===== src/rtl/grant_decoder_pkg.sv =====
// Shared types and default sizing for the grant decoder slice.
package grant_pkg;

  typedef enum logic [1:0] {
    IDLE,
    GRANT,
    RELEASE
  } state_e;

  localparam int unsigned DEF_SEL_W    = 3;
  localparam int unsigned DEF_HOLD_MAX = 16;
  localparam int unsigned DEF_CNT_W    = 16;

endpackage


===== src/rtl/grant_decoder_if.sv =====
// Request/grant/ack bundle between the arbiter, the decoder and the serviced units.
interface grant_decoder_if #(
  parameter int unsigned SEL_W = 3,
  parameter int unsigned CNT_W = 16
);
  localparam int unsigned N = 1 << SEL_W;

  logic             in_valid;
  logic             in_ready;
  logic [SEL_W-1:0] in_sel;
  logic             in_en;
  logic [N-1:0]     grant;
  logic [N-1:0]     ack;
  logic [SEL_W-1:0] cur_sel;
  logic             done;
  logic             timeout;
  logic             spurious;
  logic [CNT_W-1:0] served;

  modport slave (
    input  in_valid, in_sel, in_en, ack,
    output in_ready, grant, cur_sel, done, timeout, spurious, served
  );

  modport master (
    output in_valid, in_sel, in_en, ack,
    input  in_ready, grant, cur_sel, done, timeout, spurious, served
  );
endinterface


===== src/rtl/grant_decoder_onehot_dec.sv =====
// Combinational index-to-one-hot decoder; all-zero output when disabled.
module onehot_dec #(
  parameter int unsigned SEL_W = 3
) (
  input  logic [SEL_W-1:0]      sel_i,
  input  logic                  en_i,
  output logic [(1<<SEL_W)-1:0] onehot_o
);

  always_comb begin
    onehot_o = '0;
    if (en_i) onehot_o[sel_i] = 1'b1;
  end

endmodule


===== src/rtl/grant_decoder.sv =====
// Registered 3-to-8 grant decoder: holds a one-hot grant until ack or HOLD_MAX
// expiry, then waits for the granted line's ack to drop before re-arming.
module grant_decoder
  import grant_pkg::*;
#(
  parameter int unsigned SEL_W    = DEF_SEL_W,
  parameter int unsigned HOLD_MAX = DEF_HOLD_MAX,
  parameter int unsigned CNT_W    = DEF_CNT_W
) (
  input logic            clk,
  input logic            rst,
  grant_decoder_if.slave bus
);

  localparam int unsigned N  = 1 << SEL_W;
  localparam int unsigned HW = $clog2(HOLD_MAX);

  state_e           state_q, state_d;
  logic [N-1:0]     grant_q, grant_d;
  logic [SEL_W-1:0] cur_sel_q, cur_sel_d;
  logic [HW-1:0]    hold_q, hold_d;
  logic [CNT_W-1:0] served_q, served_d;
  logic             done_q, done_d;
  logic             timeout_q, timeout_d;
  logic             spurious_q, spurious_d;

  logic             ready;
  logic [N-1:0]     next_grant;
  logic [N-1:0]     ack_other;
  logic             ack_cur;

  onehot_dec #(.SEL_W(SEL_W)) u_dec (
    .sel_i    (bus.in_sel),
    .en_i     (bus.in_en),
    .onehot_o (next_grant)
  );

  assign ready   = (state_q == IDLE) & ~rst;
  assign ack_cur = bus.ack[cur_sel_q];

  always_comb begin
    ack_other            = bus.ack;
    ack_other[cur_sel_q] = 1'b0;
  end

  always_comb begin
    state_d    = state_q;
    grant_d    = grant_q;
    cur_sel_d  = cur_sel_q;
    hold_d     = hold_q;
    served_d   = served_q;
    done_d     = 1'b0;
    timeout_d  = 1'b0;
    spurious_d = 1'b0;
    unique case (state_q)
      IDLE: begin
        // A request with in_en low is consumed but produces no grant.
        if (bus.in_valid && ready && bus.in_en) begin
          cur_sel_d = bus.in_sel;
          grant_d   = next_grant;
          hold_d    = '0;
          state_d   = GRANT;
        end
      end
      GRANT: begin
        spurious_d = |ack_other;
        if (ack_cur) begin
          grant_d = '0;
          done_d  = 1'b1;
          if (served_q != '1) served_d = served_q + 1'b1;
          state_d = RELEASE;
        end else if (hold_q == HW'(HOLD_MAX - 1)) begin
          grant_d   = '0;
          timeout_d = 1'b1;
          state_d   = RELEASE;
        end else begin
          hold_d = hold_q + 1'b1;
        end
      end
      RELEASE: begin
        if (!ack_cur) state_d = IDLE;
      end
      default: state_d = IDLE;
    endcase
  end

  always_ff @(posedge clk or posedge rst) begin
    if (rst) begin
      state_q    <= IDLE;
      grant_q    <= '0;
      cur_sel_q  <= '0;
      hold_q     <= '0;
      served_q   <= '0;
      done_q     <= 1'b0;
      timeout_q  <= 1'b0;
      spurious_q <= 1'b0;
    end else begin
      state_q    <= state_d;
      grant_q    <= grant_d;
      cur_sel_q  <= cur_sel_d;
      hold_q     <= hold_d;
      served_q   <= served_d;
      done_q     <= done_d;
      timeout_q  <= timeout_d;
      spurious_q <= spurious_d;
    end
  end

  assign bus.in_ready = ready;
  assign bus.grant    = grant_q;
  assign bus.cur_sel  = cur_sel_q;
  assign bus.done     = done_q;
  assign bus.timeout  = timeout_q;
  assign bus.spurious = spurious_q;
  assign bus.served   = served_q;

endmodule


===== src/flat_wrapper.sv =====
// flat-port wrapper written by rule: the top's interface ports become plain ports
module grant_decoder_flat import grant_pkg::*;
#(
  parameter int unsigned SEL_W    = DEF_SEL_W,
  parameter int unsigned HOLD_MAX = DEF_HOLD_MAX,
  parameter int unsigned CNT_W    = DEF_CNT_W
)
  (clk, rst, bus_in_valid, bus_in_sel, bus_in_en, bus_ack, bus_in_ready, bus_grant, bus_cur_sel, bus_done, bus_timeout, bus_spurious, bus_served);
  grant_decoder_if #(.SEL_W(SEL_W), .CNT_W(CNT_W)) bus_i ();
  input logic clk;
  input logic rst;
  input wire logic [$bits(bus_i.in_valid)-1:0] bus_in_valid;
  input wire logic [$bits(bus_i.in_sel)-1:0] bus_in_sel;
  input wire logic [$bits(bus_i.in_en)-1:0] bus_in_en;
  input wire logic [$bits(bus_i.ack)-1:0] bus_ack;
  output wire logic [$bits(bus_i.in_ready)-1:0] bus_in_ready;
  output wire logic [$bits(bus_i.grant)-1:0] bus_grant;
  output wire logic [$bits(bus_i.cur_sel)-1:0] bus_cur_sel;
  output wire logic [$bits(bus_i.done)-1:0] bus_done;
  output wire logic [$bits(bus_i.timeout)-1:0] bus_timeout;
  output wire logic [$bits(bus_i.spurious)-1:0] bus_spurious;
  output wire logic [$bits(bus_i.served)-1:0] bus_served;
  assign bus_i.in_valid = bus_in_valid;
  assign bus_i.in_sel = bus_in_sel;
  assign bus_i.in_en = bus_in_en;
  assign bus_i.ack = bus_ack;
  assign bus_in_ready = bus_i.in_ready;
  assign bus_grant = bus_i.grant;
  assign bus_cur_sel = bus_i.cur_sel;
  assign bus_done = bus_i.done;
  assign bus_timeout = bus_i.timeout;
  assign bus_spurious = bus_i.spurious;
  assign bus_served = bus_i.served;
  grant_decoder #(.SEL_W(SEL_W), .HOLD_MAX(HOLD_MAX), .CNT_W(CNT_W)) u_core (.clk(clk), .rst(rst), .bus(bus_i));
endmodule

===== config.mk =====
export PLATFORM = sky130hd
export DESIGN_NAME = grant_decoder_flat
export DESIGN_NICKNAME = d
export VERILOG_FILES = /design/src/rtl/grant_decoder_pkg.sv /design/src/rtl/grant_decoder_if.sv /design/src/rtl/grant_decoder_onehot_dec.sv /design/src/rtl/grant_decoder.sv /design/src/flat_wrapper.sv
export SDC_FILE = /design/constraint.sdc
export NUM_CORES = 1
export LEC_CHECK = 0
export ABC_CLOCK_PERIOD_IN_PS = 1800
export CORE_MARGIN = 1
export CORE_UTILIZATION = 35
export CTS_CLUSTER_DIAMETER = 200
export DETAILED_ROUTE_END_ITERATION = 10
export PLACE_DENSITY_LB_ADDON = 0.15
export SKIP_LAST_GASP = 1
export SYNTH_ARGS = -nofsm -noshare
export SYNTH_HDL_FRONTEND = slang
export SYNTH_SLANG_ARGS = --single-unit
export TNS_END_PERCENT = 20

===== constraint.sdc =====
create_clock -name clk -period 1.8 [get_ports clk]
set_input_delay 0.27 -clock clk [delete_from_list [all_inputs] [get_ports clk]]
set_output_delay 0.27 -clock clk [all_outputs]
set_load 0.01 [all_outputs]

# [Yosys cells after proc, flatten, opt, wreduce, memory -nomap -nowiden]
# Index checks and enable logic that the tools add are counted.
[op_classes] add_sub_neg=2 order_cmp=4 eq_ne=9 muxes=26 bitwise=4 n_reduce_logical=12
[op_table] op="8-bit two-way mux" n=4
[op_table] op="16-bit by 1-bit adder with 16-bit output, second input constant" n=1
[op_table] op="16-bit != test, second input constant" n=1
[op_table] op="8-bit one-hot mux with 2 select lines" n=1
[op_table] op="4-bit two-way mux" n=3
[op_table] op="1-bit two-way mux" n=9
[op_table] op="3-bit AND reduction" n=3
[op_table] op="8-bit bitwise AND" n=1
[op_table] op="3-bit by 4-bit < comparator with 1-bit output, second input constant" n=2
[op_table] op="2-bit two-way mux" n=4
[op_table] op="2-bit != test, second input constant" n=4
[op_table] op="8-bit NOT" n=1
[op_table] op="4-bit one-hot mux with 2 select lines" n=1
[op_table] op="8-bit OR reduction" n=1
[op_table] op="1-bit demux with 3-bit select" n=2
[op_table] op="3-bit by 1-bit greater-or-equal comparator with 1-bit output, second input constant" n=2
[op_table] op="2-bit one-hot mux with 3 select lines" n=1
[op_table] op="4-bit by 1-bit adder with 4-bit output, second input constant" n=1
[op_table] op="4-bit == test, second input constant" n=1
[op_table] op="1-bit logical AND" n=4
[op_table] op="4-bit AND reduction" n=1
[op_table] op="1-bit binary-select mux with 3-bit select" n=1
[op_table] op="3-bit by 1-bit != test with 1-bit output, second input constant" n=1
[op_table] op="2-bit by 1-bit == test with 1-bit output, second input constant" n=1
[op_table] op="other kinds (6)" n=6
[word_totals] reg_bits=36 out_inout_bits=31 wordCells=65

# [Depth between registers and ports, before layout]
# Gate-level depths: netlist of the first run.
[depth] word_depth=8 depth_mapped=7 mapped_depth_nobuf=6

# [Cells and area by module]
# A second synthesis of the first run with hierarchy kept.
[hier_totals] hier_cells=181 hier_area_um2=2099.5
[modules_own_cells] mod="grant_decoder" n_inst=1 cells_each=173 area_each_um2=2003.2
[modules_own_cells] mod="onehot_dec" n_inst=1 cells_each=8 area_each_um2=96.3

# [Worst setup path before layout of the first run]
# Ideal clock, no wire load.
[synth_timing] kind="register to register" start="register u_core.state_q[0]" end="register u_core.grant_q[0] (netlist: u_core.bus.grant[0])" setup_time_ns=0.125 arrival_time_ns=1.892 t_required_ns=1.675 slack_ns=-0.217 path_stages_with_launch=8 synth_period_minus_slack_ns=2.017 path_cell_list="dfrtp_1 nor3_1 and3_1 buf_4 nor2_1 a311o_1 buf_6 mux2_4"
[synth_between] elab_chain_len=6
[synth_rtl] element="start: declaration" line="grant_decoder.sv:18" rtl="state_e state_q, state_d;"
[synth_rtl] element="start signal: assignment" line="grant_decoder.sv:98" rtl="state_q <= state_d;"
[synth_rtl] element="2-bit logical NOT" line="grant_decoder.sv:38" rtl="assign ready = (state_q == IDLE) & ~rst;"
[synth_rtl] element="1-bit bitwise AND" line="grant_decoder.sv:38"
[synth_rtl] element="net bus_in_ready" line="flat_wrapper.sv:16" rtl="output wire logic [$bits(bus_i.in_ready)-1:0] bus_in_ready;"
[synth_rtl] element="1-bit logical AND (2 in series)" line="grant_decoder.sv:58" rtl="if (bus.in_valid && ready && bus.in_en) begin"
[synth_rtl] element="2-bit != test (no line)"
[synth_rtl] element="3-bit AND reduction (no line)"
[synth_rtl] element="end signal: assignment" line="grant_decoder.sv:99" rtl="grant_q <= grant_d;"
[synth_rtl] element="end: declaration" line="grant_decoder.sv:19" rtl="logic [N-1:0] grant_q, grant_d;"
# The timed path passes the listed nets, and every way through them passes these cells.
# A chain may end at the register's enable or synchronous reset.

# [Worst setup path in the final report of the first run]
[layout_timing] start="register u_core.cur_sel_q[0] (netlist: u_core.bus.cur_sel[0])" end="register u_core.grant_q[2] (netlist: u_core.bus.grant[2])"
[layout_between] elab_chain_len=4
[layout_rtl] element="start: declaration" line="grant_decoder.sv:20" rtl="logic [SEL_W-1:0] cur_sel_q, cur_sel_d;"
[layout_rtl] element="start signal: assignment" line="grant_decoder.sv:100" rtl="cur_sel_q <= cur_sel_d;"
[layout_rtl] element="1-bit binary-select mux with 3-bit select (*)" line="grant_decoder.sv:39" rtl="assign ack_cur = bus.ack[cur_sel_q];"
[layout_rtl] element="1-bit two-way mux (not written as such) (*)" line="grant_decoder.sv:39"
[layout_rtl] element="3-bit by 1-bit != test with 1-bit output (no line) / 8-bit two-way mux (equally long branches)"
[layout_rtl] element="3-bit AND reduction (no line) / 8-bit one-hot mux with 2 select lines (equally long branches)"
# Every way passes the cells marked *; elsewhere a longest branch is shown, timed or not. The select of a mux whose other input is x is not followed.

==> results of run 1 <==
==> flip-flops by register name, indices dropped and copies added, names as in the netlist <==
register	count
u_core.bus.grant	8
u_core.state_q	2
u_core.bus.cur_sel	3
u_core.bus.spurious	1
u_core.hold_q	4
u_core.bus.served	16
u_core.bus.done	1
u_core.bus.timeout	1
==> cell usage in the layout (no fill, tap or decap), drive strengths merged, types with 4 or more instances in the layout <==
master and n:
buf 47, clkdlybuf4s50 45, dfrtp 36, nor2 16, mux2 13, nand2 12, xor2 12, nor3 11
nand3 10, nor3b 8, o21ai 7, mux2i 6, clkbuf 6, inv 5, nand4 5, nor4 5
a21oi 4
==> timing repair <==
action	CTS	global route
gates cloned	0	0
pin swaps	1	2
endpoints found under the setup margin	20	25
gates resized for setup	2	7
==> through the flow <==
| stage | instance area [um^2] | power, W | setup slack (ns) | std cells |
|---|---|---|---|---|
| final | 2984 | 0.003683 | -0.06169 | 346 |
| after global routing | 2984 | 0.003937 | -0.1242 | 346 |
| after CTS | 2947 | 0.003703 | -0.08175 | 346 |
| after detailed placement | 2846 | 0.003089 | -0.3350 | 338 |
| after global placement | 2846 | 0.003070 | -0.3072 | 338 |
| after floorplan | 1982 | 0.002168 | -0.08190 | 183 |
==> power by group through the flow <==
| stage | combinational, W | clock, W | sequential (W) |
|---|---|---|---|
| 2_1_floorplan | 0.000908 | 0 | 0.00126 |
| 3_3_place_gp | 0.00189 | 0 | 0.00118 |
| 3_5_place_dp | 0.00191 | 0 | 0.00118 |
| 4_1_cts | 0.00192 | 0.000607 | 0.00117 |
| 5_1_grt | 0.00209 | 0.000647 | 0.00120 |
| 6_report | 0.00192 | 0.000587 | 0.00118 |
==> layer usage <==
layer / vias to the layer above / part of all wire (%) / GRT usage, %
li1: 838 / - / -
met1: 825 / 50 / 23.20
met2: 25 / 46 / 26.34
met3: 5 / 3.4 / 3.810
met4: 0 / 0.63 / 3.462
met5: - / 0 / 0
==> layout make-up <==
| cell class | count | area [um^2] |
|---|---|---|
| fillers | 492 | 2286 |
| multi-input cells | 135 | 1037 |
| flip-flops and latches | 36 | 903.4 |
| repair buffers | 92 | 844.6 |
| well taps | 70 | 87.58 |
| clock buffers | 6 | 82.58 |
| inverters | 5 | 18.77 |
| clock inverters | 2 | 10.01 |
==> logic make-up after synthesis <==
family	synth area share (%)
AND/OR/NAND/NOR	22.79
flip-flops	45.83
AO/OA/AOI/OAI	7.384
multiplexers	12.03
XOR/XNOR	6.684
buffers and inverters	4.010
adder cells (fa/ha/maj)	1.273
==> worst paths after layout <==
kind | start | end | slack, ns | cells past startpoint
max | u_core.bus.cur_sel[0] | u_core.bus.grant[2] | -0.06 | 6
min | rst | u_core.bus.cur_sel[2] | 0.43 | 3
max reg2reg | u_core.bus.cur_sel[0] | u_core.bus.grant[2] | -0.06 | 6
min reg2reg | u_core.bus.served[15] | u_core.bus.served[15] | 0.51 | 1
max in group asynchronous | rst | u_core.bus.cur_sel[0] | 1.17 | 3
min in group clk | u_core.bus.served[15] | u_core.bus.served[15] | 0.51 | 1
==> tightest hold or removal path, stage by stage <==
cell and delay, ns:
clkdlybuf4s50_1 0.46, inv_1 0.12, buf_12 0.22
==> flow_summary.toml, run 1 <==
[outcome]
status = "complete, but fails checks"
violations = "negative setup slack"

[cts]
worstSkewPairLatency_ns = 0.28
cts_setup_buffers = 0
cts_num_sinks = 36
cts_buffers = 5
clockBufferDepth = 2
clk_pin_slew_ns = 0.07
cts_root_buf = "clkbuf_8"
cts-hold-fix-buffers = 0
htreeDepth = 2
cts_tree = "yes"

[sta]
worstMarginPinSlew_ns = 0.3134
slew_viol_final = 0
setup-violations-final = 11
max_freq_mhz = 537.1
fin_ws_ns = -0.06169
rsz0062_at_grt = "yes"
layout_min_cycle_time_ns = 1.862
worst_slew_margin_rel_pct = 79.07
timing.final.crit_share_pct = 103.4
hold-worst-slack_ns = 0.4290
fin_tns_setup_ns = -0.5114
skew_ns = 0.004905
finalHoldViolCount = 0

[critical_path]
worstPathMaxFanout = 8
cp_top_family = "compound AO/OA/AOI/OAI gates"
crit_buf_inv = 1
arrival_ns = 2.03
critPathSlowestCell = "dfrtp_2"
start_kind = "register"
crit_chain = "mux2i_1 > a22oi_4 > nand3_4 > a311o_1 > buf_12 > mux2_4"
worstSetupPathType = "register to register"
end_kind = "register"
slowest_delay_ns = 0.47
cp_data_required_time_ns = 1.97

[layout]
drive_above_1_share_pct = 30.07
fin_util_pct = 56.62
diodes = 0
final_nets = 292
area_growth_pct = 51.81

[synthesis]
syn_nets = 200
netlist_area_um2 = 1966
synth_top_cell_by_area = "dfrtp_1"
synth_flop_cell = "dfrtp_1"
synthCells = 183
ys_seq_area_share_pct = 45.83
ys_top_cells_by_count = "36 x dfrtp_1, 15 x nor2_1, 12 x nand2_1, 12 x xor2_1, 11 x nor3_1"
synth_edf_count = 0
synth_cell_types = 41
yosysWarnings = 0
yosys_register_bits = 36
yosysMostFrequentCell = "dfrtp_1"
syn_avg_cell_area_um2 = 10.74
ys_async_sr_fraction_pct = 100.0
netlist.area_leader.share_pct = 45.83
synth_area_leaders = "dfrtp_1 46%, mux2_4 6.1%, xor2_1 5.3%"

[floorplan]
initial_core_util_pct = 37.30
rows = 26
chipWidth_um = 76.94
fp.dieH_um = 76.94
ioPinCount = 46
core_um2 = 5270
dieArea_um2 = 5920

[pwr]
power_frac_clock_pct = 15.9
comb_power_share_pct = 52.2
switchingPower_w = 0.001281
power.internal_w = 0.002402
p_seq_share_pct = 31.9
swShare_pct = 34.79
p_leak_nw = 1.368
vdd_ir_drop_max_mv = 0.7598
power.density_nw_per_um2 = 1234

[drt]
drt_first_pass_iters = 4
vias = 1693
via_per_inst = 4.893
routed_wl_um = 4573
drc = 0
wire_per_inst_um = 13.22
drt_iter0_markers = 50
drtAntennaViolNets = 0

[global_route]
grt_pass1_vias = 1653
antenna_found_initial = 0
grt_max_degree = 37
grt_pass1_wl_um = 7776
grtUsageTotal_pct = 16.68
grt_overflow = 0

[placement]
hpwl_um = 3447
port_buffers = 45
gp_congestion = 0.7607

[run]
cap_violations = 0

[worst_hold_path]
min_path_type = "primary input to asynchronous set/reset pin"
Power figures use the tool's default switching activity.
==> run 2, diff against run 1 <==
--- a/config.mk
+++ b/config.mk
@@ -6,6 +6,7 @@
 export NUM_CORES = 1
 export LEC_CHECK = 0
 export ABC_CLOCK_PERIOD_IN_PS = 1800
+export CAP_MARGIN = 5
 export CORE_MARGIN = 1
 export CORE_UTILIZATION = 35
 export CTS_CLUSTER_DIAMETER = 200
==> results of run 2 <==
The final DEF is identical to that of run 1; final timing and power are the same.
==> run 3, diff against run 2 <==
--- a/config.mk
+++ b/config.mk
@@ -5,6 +5,7 @@
 export SDC_FILE = /design/constraint.sdc
 export NUM_CORES = 1
 export LEC_CHECK = 0
+export ABC_AREA = 1
 export ABC_CLOCK_PERIOD_IN_PS = 1800
 export CAP_MARGIN = 5
 export CORE_MARGIN = 1
==> flow_summary.toml, run 3 <==
[synthesis]
synth_top_cell_by_area = "dfrtp_1"
synth_cell_types = 27
netlist.area_leader.share_pct = 40.77
ys_async_sr_fraction_pct = 100.0
netlist_area_um2 = 2210
synthCells = 303
syn_avg_cell_area_um2 = 7.292
ys_top_cells_by_count = "110 x nand2_1, 36 x dfrtp_1, 29 x nand3_1, 28 x nor2_1, 27 x inv_1"
syn_nets = 320
synth_edf_count = 0
ys_seq_area_share_pct = 40.77
yosys_register_bits = 36
yosysWarnings = 0
synth_area_leaders = "dfrtp_1 41%, nand2_1 19%, nand3_1 6.6%"
yosysMostFrequentCell = "nand2_1"
synth_flop_cell = "dfrtp_1"

[critical_path]
slowest_delay_ns = 0.61
worstPathMaxFanout = 11
crit_buf_inv = 1
startpoint = "u_core.bus.cur_sel[0]"
arrival_ns = 1.45
start_kind = "register"
r2r-start = "u_core.bus.cur_sel[0]"
crit_chain = "clkdlybuf4s50_1"
cp_top_family = "buffers and inverters"
worstSetupPathType = "register to output pin"
critPathSlowestCell = "clkdlybuf4s50_1"
cp_data_required_time_ns = 1.53
end_kind = "output pin"

[layout]
area_growth_pct = 30.97
fin_util_pct = 48.31
largest_reg_flops = 16
final_nets = 377
final_common_cell = "nand2_1"
final_cell_mix = "110 x nand2_1, 44 x clkdlybuf4s50_1, 36 x dfrtp_1, 29 x nand3_1, 28 x nor2_1"
diodes = 0
drive_above_1_share_pct = 9.972

[floorplan]
rows = 28
fp.dieH_um = 81.46
dieArea_um2 = 6635
chipWidth_um = 81.46
initial_core_util_pct = 36.88
core_um2 = 5991
ioPinCount = 46

[global_route]
grt_pass1_wl_um = 9204
grtUsageMet2_pct = 31.50
grt-busiest-layer = "met2"
grt_overflow = 0
use_met3_pct = 3.111
grt_max_degree = 37
globalRouteMet1Util_pct = 22.08
grtUsageTotal_pct = 17.81
grt_pass1_vias = 2041
antenna_found_initial = 0

[placement]
port_buffers = 45
hpwl_um = 3805
gp_congestion = 0.8775

[cts]
cts_num_sinks = 36
worstSkewPairLatency_ns = 0.28
cts-hold-fix-buffers = 0
cts_root_buf = "clkbuf_8"
clk_pin_slew_ns = 0.08
clockBufferDepth = 2
cts_buffers = 5
htreeDepth = 2
cts_tree = "yes"

[sta]
max_freq_mhz = 580.1
skew_ns = 0.008369
finalHoldViolCount = 0
layout_min_cycle_time_ns = 1.724
rsz0062_at_grt = "yes"
worst_slew_margin_rel_pct = 69.54
timing.final.crit_share_pct = 95.78
slew_viol_final = 0
worstMarginPinSlew_ns = 0.4570
setup-violations-final = 0

[pwr]
power.density_nw_per_um2 = 1114
switchingPower_w = 0.001288
swShare_pct = 39.92
comb_power_share_pct = 43.7
power.internal_w = 0.001937
power_frac_clock_pct = 21.8
p_leak_nw = 1.452
p_seq_share_pct = 34.5
p_total_w = 0.003225
vdd_ir_drop_max_mv = 0.5804

[drt]
vias = 2074
wire_per_inst_um = 11.89
drtAntennaViolNets = 0
drc = 0
drt_iter0_markers = 75
drt_first_pass_iters = 4
routed_wl_um = 5182
via_per_inst = 4.757

[outcome]
status = "finished clean"

[run]
cap_violations = 0

[worst_hold_path]
min_path_type = "primary input to asynchronous set/reset pin"
==> run 3: cell count changes in the layout (fill, tap and decap cells not counted), sizes merged, moves of 5 or more <==
cell,delta
nor3b,-8
nor4,-5
nand3,+21
nand2,+103
buf,-35
inv,+26
nand4,+8
nor2,+17
mux2i,-6
mux2,-13
==> run 3: cell type report <==
type | count | area [um^2]
repair buffers | 57 | 539.3
well taps | 75 | 93.84
clock inverters | 2 | 35.03
clock buffers | 6 | 72.57
flip-flops and latches | 36 | 900.9
inverters | 31 | 121.4
multi-input cells | 229 | 1131
fillers | 613 | 3097
==> run 3: power by group through the flow <==
stage	combinational [W]	sequential [W]	clock, W
after floorplan	0.000915	0.00115	0
after global routing	0.00159	0.00114	0.000749
after detailed placement	0.00141	0.00113	0
after CTS	0.00142	0.00112	0.000728
final	0.00141	0.00111	0.000703
after global placement	0.00140	0.00113	0
==> run 3: kinds of logic (layout without fill, tap and decap cells) <==
group / count (synthesis) / in the layout / synth area share [%]
adders and majority gates: 2 / 2 / 1.132
DFF: 36 / 36 / 40.77
and+or+nand+nor: 202 / 202 / 42.58
buffers and inverters: 38 / 96 / 8.041
AOI/OAI and AO/OA: 15 / 15 / 3.511
xor gates and xnor gates: 10 / 10 / 3.964
==> run 3: tightest hold or removal path: stages <==
cell and delay (ns):
clkdlybuf4s50_1 0.42, inv_1 0.06, buf_4 0.40
==> run 3: final timing paths <==
kind	to	slack, ns	cells after the start
min in group clk	u_core.bus.grant[2]	0.48	2
min	u_core.bus.grant[6]	0.42	3
max in group asynchronous	u_core.bus.cur_sel[0]	1.05	3
min reg2reg	u_core.bus.grant[2]	0.48	2
max	bus_cur_sel[0]	0.08	1
max reg2reg	u_core.hold_q[0]	0.21	10
==> run 3: through the flow <==
| step | std cells | hold WS, ns | TNS [ns] | area [um^2] | setup slack, ns |
|---|---|---|---|---|---|
| final | 436 | 0.4240 | 0 | 2894 | 0.07602 |
| after CTS | 434 | 0.4456 | 0 | 2879 | 0.05942 |
| after global routing | 436 | 0.4990 | -0.02827 | 2894 | -0.01588 |
| after global placement | 426 | 0.4587 | 0 | 2773 | 0.06624 |
| after floorplan | 303 | 0.4364 | 0 | 2210 | 0.1969 |
| after detailed placement | 426 | 0.4626 | 0 | 2773 | 0.04881 |
==> run 3: repair_timing <==
action,in CTS,in global routing
setup endpoints to repair,1,19
setup buffers,0,2
pin swaps,0,1
gates resized for setup,1,0
==> run 3: per-layer routing <==
layer | vias up | share of wire (%)
li1 | 1076 | -
met1 | 952 | 46
met2 | 40 | 49
met3 | 6 | 3.7
met4 | 0 | 1.3
met5 | - | 0
